**config.mk**
```make
export PLATFORM = sky130hd
export DESIGN_NAME = bounce_gen
export DESIGN_NICKNAME = d
export VERILOG_FILES = /design/src/rtl/bounce_gen_pkg.sv /design/src/rtl/bounce_lfsr.sv /design/src/rtl/bounce_gen.sv
export SDC_FILE = /design/constraint.sdc
export NUM_CORES = 1
export LEC_CHECK = 0
export CELL_PAD_IN_SITES_DETAIL_PLACEMENT = 0
export CELL_PAD_IN_SITES_GLOBAL_PLACEMENT = 1
export CORE_UTILIZATION = 30
export DETAILED_ROUTE_END_ITERATION = 6
export PLACE_DENSITY_LB_ADDON = 0.05
export RECOVER_POWER = 100
export SETUP_SLACK_MARGIN = 0.05
export SLEW_MARGIN = 10
export SYNTH_ARGS = -nofsm -noshare
export SYNTH_HDL_FRONTEND = slang
export SYNTH_HIERARCHICAL = 1
export SYNTH_SLANG_ARGS = --single-unit
```
**constraint.sdc**
```tcl
create_clock -name clk -period 5.75 [get_ports clk]
set_clock_uncertainty 0.2 [all_clocks]
set_input_delay 0.575 -clock clk [delete_from_list [all_inputs] [get_ports clk]]
set_output_delay 0.575 -clock clk [all_outputs]
set_load 0.1 [all_outputs]
```
**src/rtl/bounce_gen_pkg.sv**
```systemverilog
// Shared types and constants for the bounce_gen switch-bounce emulator.
package bounce_gen_pkg;

   typedef enum logic {
      ST_IDLE   = 1'b0,
      ST_BOUNCE = 1'b1
   } state_e;

   localparam int unsigned           LFSR_W        = 16;
   // Taps 16,14,13,11 expressed as bit positions 15,13,12,10
   localparam logic [LFSR_W-1:0]     LFSR_TAPS     = 16'hB400;
   localparam logic [LFSR_W-1:0]     LFSR_SEED_DEF = 16'hACE1;

   function automatic logic lfsr_fb(input logic [LFSR_W-1:0] s);
      return ^(s & LFSR_TAPS);
   endfunction

endpackage

```
**src/rtl/bounce_lfsr.sv**
```systemverilog
// 16-bit Fibonacci LFSR that advances only when i_adv is high.
module bounce_lfsr
   import bounce_gen_pkg::*;
#(
   parameter logic [LFSR_W-1:0] SEED = LFSR_SEED_DEF
) (
   input  logic clk,
   input  logic rstn,
   input  logic i_adv,
   output logic o_bit
);

   logic [LFSR_W-1:0] lfsr_q, lfsr_d;

   always_comb begin
      lfsr_d = lfsr_q;
      if (i_adv) lfsr_d = {lfsr_q[LFSR_W-2:0], lfsr_fb(lfsr_q)};
   end

   always_ff @(posedge clk or negedge rstn) begin
      if (!rstn) lfsr_q <= SEED;
      else       lfsr_q <= lfsr_d;
   end

   assign o_bit = lfsr_q[0];

endmodule

```
**src/rtl/bounce_gen.sv**
```systemverilog
// Emulates a bouncing mechanical contact following a clean commanded level.
// Optional BOUNCE_RANDOM_EN: pseudo-random toggling from an LFSR instead of toggling every cycle.
module bounce_gen
   import bounce_gen_pkg::*;
#(
   parameter int unsigned N_BOUNCE = 4
`ifdef BOUNCE_RANDOM_EN
   ,
   parameter logic [LFSR_W-1:0] LFSR_SEED = LFSR_SEED_DEF
`endif
) (
   input  logic clk,
   input  logic rstn,
   input  logic i_sig,
   output logic o_sig_bouncy,
   output logic o_busy,
   output logic o_done
);

   localparam int unsigned        CNT_W    = N_BOUNCE + 1;
   localparam logic [CNT_W-1:0]   CNT_TERM = CNT_W'((32'd1 << N_BOUNCE) - 32'd1);

   state_e             state_q, state_d;
   logic               target_q, target_d;
   logic [CNT_W-1:0]   cnt_q, cnt_d;
   logic               sig_q, sig_d;
   logic               busy_q, busy_d;
   logic               done_q, done_d;
   logic               toggle_en_c;

`ifdef BOUNCE_RANDOM_EN
   bounce_lfsr #(
      .SEED (LFSR_SEED)
   ) u_lfsr (
      .clk   (clk),
      .rstn  (rstn),
      .i_adv (state_q == ST_BOUNCE),
      .o_bit (toggle_en_c)
   );
`else
   assign toggle_en_c = 1'b1;
`endif

   // A command reversal takes priority over settling at the terminal count
   always_comb begin
      state_d  = state_q;
      target_d = target_q;
      cnt_d    = cnt_q;
      sig_d    = sig_q;
      busy_d   = busy_q;
      done_d   = 1'b0;
      case (state_q)
         ST_IDLE: begin
            if (i_sig != target_q) begin
               target_d = i_sig;
               cnt_d    = '0;
               state_d  = ST_BOUNCE;
               busy_d   = 1'b1;
            end
         end
         ST_BOUNCE: begin
            if (i_sig != target_q) begin
               target_d = i_sig;
               cnt_d    = '0;
               if (toggle_en_c) sig_d = ~sig_q;
            end else if (cnt_q == CNT_TERM) begin
               sig_d   = target_q;
               state_d = ST_IDLE;
               busy_d  = 1'b0;
               done_d  = 1'b1;
            end else begin
               cnt_d = cnt_q + CNT_W'(1);
               if (toggle_en_c) sig_d = ~sig_q;
            end
         end
         default: state_d = ST_IDLE;
      endcase
   end

   always_ff @(posedge clk or negedge rstn) begin
      if (!rstn) begin
         state_q  <= ST_IDLE;
         target_q <= 1'b0;
         cnt_q    <= '0;
         sig_q    <= 1'b0;
         busy_q   <= 1'b0;
         done_q   <= 1'b0;
      end else begin
         state_q  <= state_d;
         target_q <= target_d;
         cnt_q    <= cnt_d;
         sig_q    <= sig_d;
         busy_q   <= busy_d;
         done_q   <= done_d;
      end
   end

   assign o_sig_bouncy = sig_q;
   assign o_busy       = busy_q;
   assign o_done       = done_q;

endmodule

```
==> flow_results.xml <==
<?xml version="1.0" encoding="UTF-8"?>
<metrics>
  <group name="worst_setup_path">
    <metric name="worst_path_required_time" unit="ns">4.97</metric>
    <metric name="reg2reg_depth" unit="">6</metric>
    <metric name="arrival_time_at_the_worst_endpoint" unit="ns">1.83</metric>
    <metric name="cp_cell_sequence" unit="">dlygate4sd3_1</metric>
    <metric name="cpMaxStageDelayCell" unit="">dlygate4sd3_1</metric>
    <metric name="end_kind" unit="">output port</metric>
    <metric name="timing.critical_path.max_delay_family" unit="">buffers and inverters</metric>
    <metric name="critical_path_cell_count" unit="">1</metric>
    <metric name="worstPathBufferInverterCount" unit="">1</metric>
    <metric name="critPathKind" unit="">reg2out</metric>
    <metric name="slowest_delay" unit="ns">1.20</metric>
    <metric name="critical_path.startpoint_type" unit="">flop</metric>
    <metric name="cp_max_fo" unit="">3</metric>
  </group>
  <group name="clocking">
    <metric name="cts_root_buf" unit="">clkbuf_4</metric>
    <metric name="cts_hold_repair_buffers" unit="">0</metric>
    <metric name="number_of_buffers_created_by_cts" unit="">3</metric>
    <metric name="tritoncts" unit="">yes</metric>
    <metric name="cts-resized-gates" unit="">0</metric>
    <metric name="cts.clk_slew.worst_paths" unit="ns">0.06</metric>
    <metric name="clk-insertion-delay-late" unit="ns">0.26</metric>
    <metric name="h-tree-depth" unit="">1</metric>
    <metric name="post-cts-setup-buffers" unit="">0</metric>
    <metric name="cts_num_sinks" unit="">10</metric>
    <metric name="clock_path_buffers" unit="">2</metric>
  </group>
  <group name="sta">
    <metric name="worst_slew_pin_tran" unit="ns">0.973</metric>
    <metric name="setup_repair_after_global_routing_missed_its_margin" unit="">false</metric>
    <metric name="setup-violations-final" unit="">0</metric>
    <metric name="max_slew_violations" unit="">0</metric>
    <metric name="layout_min_cycle_time" unit="ns">2.60</metric>
    <metric name="fin_hold_ws" unit="ns">0.348</metric>
    <metric name="layout_worst_path_cycle_share" unit="%">45.3</metric>
    <metric name="fin_tns_setup" unit="ns">0</metric>
    <metric name="worst_slew_margin_rel" unit="%">34.9</metric>
    <metric name="maxClockFrequency" unit="MHz">384</metric>
    <metric name="final-hold-violation-count" unit="">0</metric>
  </group>
  <group name="global_routing">
    <metric name="grt_use_met1" unit="%">13.9</metric>
    <metric name="first_pass_grt_wire_length" unit="um">1520</metric>
    <metric name="grt_antenna_before_repair" unit="">0</metric>
    <metric name="grt_pass1_vias" unit="">367</metric>
    <metric name="grt_remaining_overflow" unit="">0</metric>
    <metric name="gr-usage-all-layers" unit="%">12.1</metric>
    <metric name="grt_start_max_net_pins" unit="">11</metric>
    <metric name="groute.layer.met2.usage" unit="%">19.7</metric>
    <metric name="grt_busiest_layer" unit="">met2</metric>
    <metric name="groute.layer.met3.usage" unit="%">3.04</metric>
  </group>
  <group name="floorplanning">
    <metric name="floorplan.die_area" unit="sq mm">0.00176</metric>
    <metric name="fp-row-count" unit="">14</metric>
    <metric name="height_of_the_die" unit="um">42.0</metric>
    <metric name="boundaryPins" unit="">6</metric>
    <metric name="floorplan.core_area" unit="sq mm">0.00151</metric>
    <metric name="start_util" unit="%">31.8</metric>
    <metric name="fp.dieW" unit="um">42.0</metric>
  </group>
  <group name="placement">
    <metric name="dp_cells" unit="">66</metric>
    <metric name="dp_hpwl" unit="um">673</metric>
    <metric name="port-buffer-count" unit="">5</metric>
    <metric name="gp_routability_congestion" unit="">0.711</metric>
  </group>
  <group name="power">
    <metric name="pwr-share-clk" unit="%">33.5</metric>
    <metric name="static-leakage-power" unit="nW">0.257</metric>
    <metric name="p_switching" unit="mW">0.0334</metric>
    <metric name="p_int" unit="mW">0.104</metric>
    <metric name="power.share.combinational" unit="%">10.0</metric>
    <metric name="seq_power_share" unit="%">56.6</metric>
    <metric name="power.ir.vdd_worst" unit="mV">0.114</metric>
    <metric name="p_sw_share" unit="%">24.3</metric>
    <metric name="power_per_cell_area" unit="mW/mm^2">243</metric>
  </group>
  <group name="synthesis">
    <metric name="synth.lib_cells_used.distinct" unit="">22</metric>
    <metric name="ys_seq_elements" unit="">10</metric>
    <metric name="yosys_warnings" unit="">6</metric>
    <metric name="synth_cells" unit="">46</metric>
    <metric name="synth_area_per_cell" unit="sq um">10.4</metric>
    <metric name="post_synth_instance_area" unit="sq um">479</metric>
    <metric name="post_synthesis_net_count" unit="">52</metric>
    <metric name="ys_seq_area_share" unit="%">52.2</metric>
  </group>
  <group name="routing">
    <metric name="post-route-drc-count" unit="">0</metric>
    <metric name="dr_total_vias" unit="">339</metric>
    <metric name="route.antenna.remaining_nets" unit="">0</metric>
    <metric name="detail_route.iter0.violations" unit="">4</metric>
    <metric name="drt_wl_total" unit="um">892</metric>
    <metric name="avgViaCountPerCell" unit="">4.91</metric>
    <metric name="drtPass1Iterations" unit="">2</metric>
    <metric name="route.detailed.wl_per_inst" unit="um">12.9</metric>
  </group>
  <group name="run_status">
    <metric name="run_status" unit="">finished clean</metric>
  </group>
  <group name="layout">
    <metric name="nNetsFinal" unit="">61</metric>
    <metric name="synthesis_to_layout_area_growth" unit="%">18.3</metric>
    <metric name="antenna_cells_inserted" unit="">0</metric>
    <metric name="layoutNonFillerInstCount" unit="">69</metric>
    <metric name="fraction_of_final_layout_cells_with_drive_strength_greater_than_1" unit="%">11.3</metric>
    <metric name="fillers" unit="">160</metric>
  </group>
  <group name="min_path">
    <metric name="timing.hold.worst_path_depth" unit="">2</metric>
    <metric name="worst_hold_path_type" unit="">reg2reg</metric>
  </group>
  <group name="run">
    <metric name="cap_viol_max_count" unit="">0</metric>
  </group>
</metrics>
## cells by family (layout without fill, tap and decap cells)
kind of cell / Yosys count / count (layout) / share of synthesized area, %
AO/OA/AOI/OAI: 9 / 9 / 11.0
AND/OR/NAND/NOR: 16 / 16 / 18.5
XOR/XNOR: 4 / 4 / 7.31
adder cells (fa/ha/maj): 3 / 3 / 7.83
flip-flops: 10 / 10 / 52.2
buffers and inverters: 4 / 11 / 3.13
## sequential cells by signal, indices dropped and copies added, names as in the netlist
name          count
cnt_q             5
o_busy            1
o_done            1
o_sig_bouncy      1
state_q           1
target_q          1
## power groups by stage
stage	clock (mW)	sequential, mW	combinational [mW]
2_1_floorplan	0	0.0783	0.00881
3_3_place_gp	0	0.0787	0.0129
3_5_place_dp	0	0.0790	0.0141
4_1_cts	0.0484	0.0777	0.0145
5_1_grt	0.0519	0.0785	0.0156
6_report	0.0460	0.0778	0.0137
## cell type report
class / count / area, sq um / area share, %
Clock buffer: 3 / 22.5 / 3.97
Multi-Input combinational cell: 32 / 213 / 37.5
Timing Repair Buffer: 5 / 50.0 / 8.83
Inverter: 3 / 11.3 / 1.99
Tap cell: 16 / 20.0 / 3.53
Sequential cell: 10 / 250 / 44.2
## metrics by stage
step	setup WS [ns]	total power [mW]	util [%]	cell area (sq um)
5_1_grt	3.09	0.146	37.6	567
6_report	3.15	0.138	37.6	567
4_1_cts	3.20	0.141	37.7	568
3_5_place_dp	3.48	0.0931	36.2	546
2_1_floorplan	3.84	0.0871	-	479
3_3_place_gp	3.51	0.0916	36.2	546
## layer usage
| metal | up-vias | wire length, um |
|---|---|---|
| li1 | 170 | - |
| met1 | 163 | 402 |
| met2 | 4 | 454 |
| met3 | 2 | 32 |
| met4 | 0 | 4 |
| met5 | - | 0 |
## path summary, 6_finish.rpt
check                           startpoint           end  slack [ns]
worst max-delay path                o_busy        o_busy        3.15
worst min-delay path                o_busy        o_busy        0.35
worst max register to register    cnt_q[0]      cnt_q[3]        3.68
worst min register to register      o_busy        o_busy        0.35
max in group asynchronous             rstn  o_sig_bouncy        4.53
min in group asynchronous             rstn      cnt_q[4]        0.50
## cell usage in the layout (no fill, tap or decap), drive strengths merged
cell type / synthesis / routed
a211oi: 1 / 1
a21oi: 5 / 5
and2: 1 / 1
and2b: 1 / 1
and3: 2 / 2
clkbuf: 1 / 3
dfrtp: 10 / 10
dlygate4sd3: 0 / 5
ha: 3 / 3
inv: 3 / 3
nand2: 4 / 4
nand2b: 2 / 2
nand3: 1 / 1
nand3b: 1 / 1
nor2: 3 / 3
o21ai: 2 / 2
o22ai: 1 / 1
or3: 1 / 1
xnor2: 2 / 2
xor2: 2 / 2
## synth_stat cells, drive strengths merged
library cell  instances  area [sq um]
nor2                  3          11.3
and3                  2          13.8
o22ai                 1          6.26
or3                   1          6.26
and2b                 1          8.76
xnor2                 2          17.5
a211oi                1          7.51
nand2                 4          15.0
clkbuf                1          3.75
inv                   3          11.3
and2                  1          6.26
o21ai                 2          10.0
dfrtp                10           250
xor2                  2          17.5
ha                    3          37.5
a21oi                 5          28.8
nand2b                2          15.0
nand3b                1          7.51
nand3                 1          5.00
No activity file was read; power rests on OpenSTA's default activity.
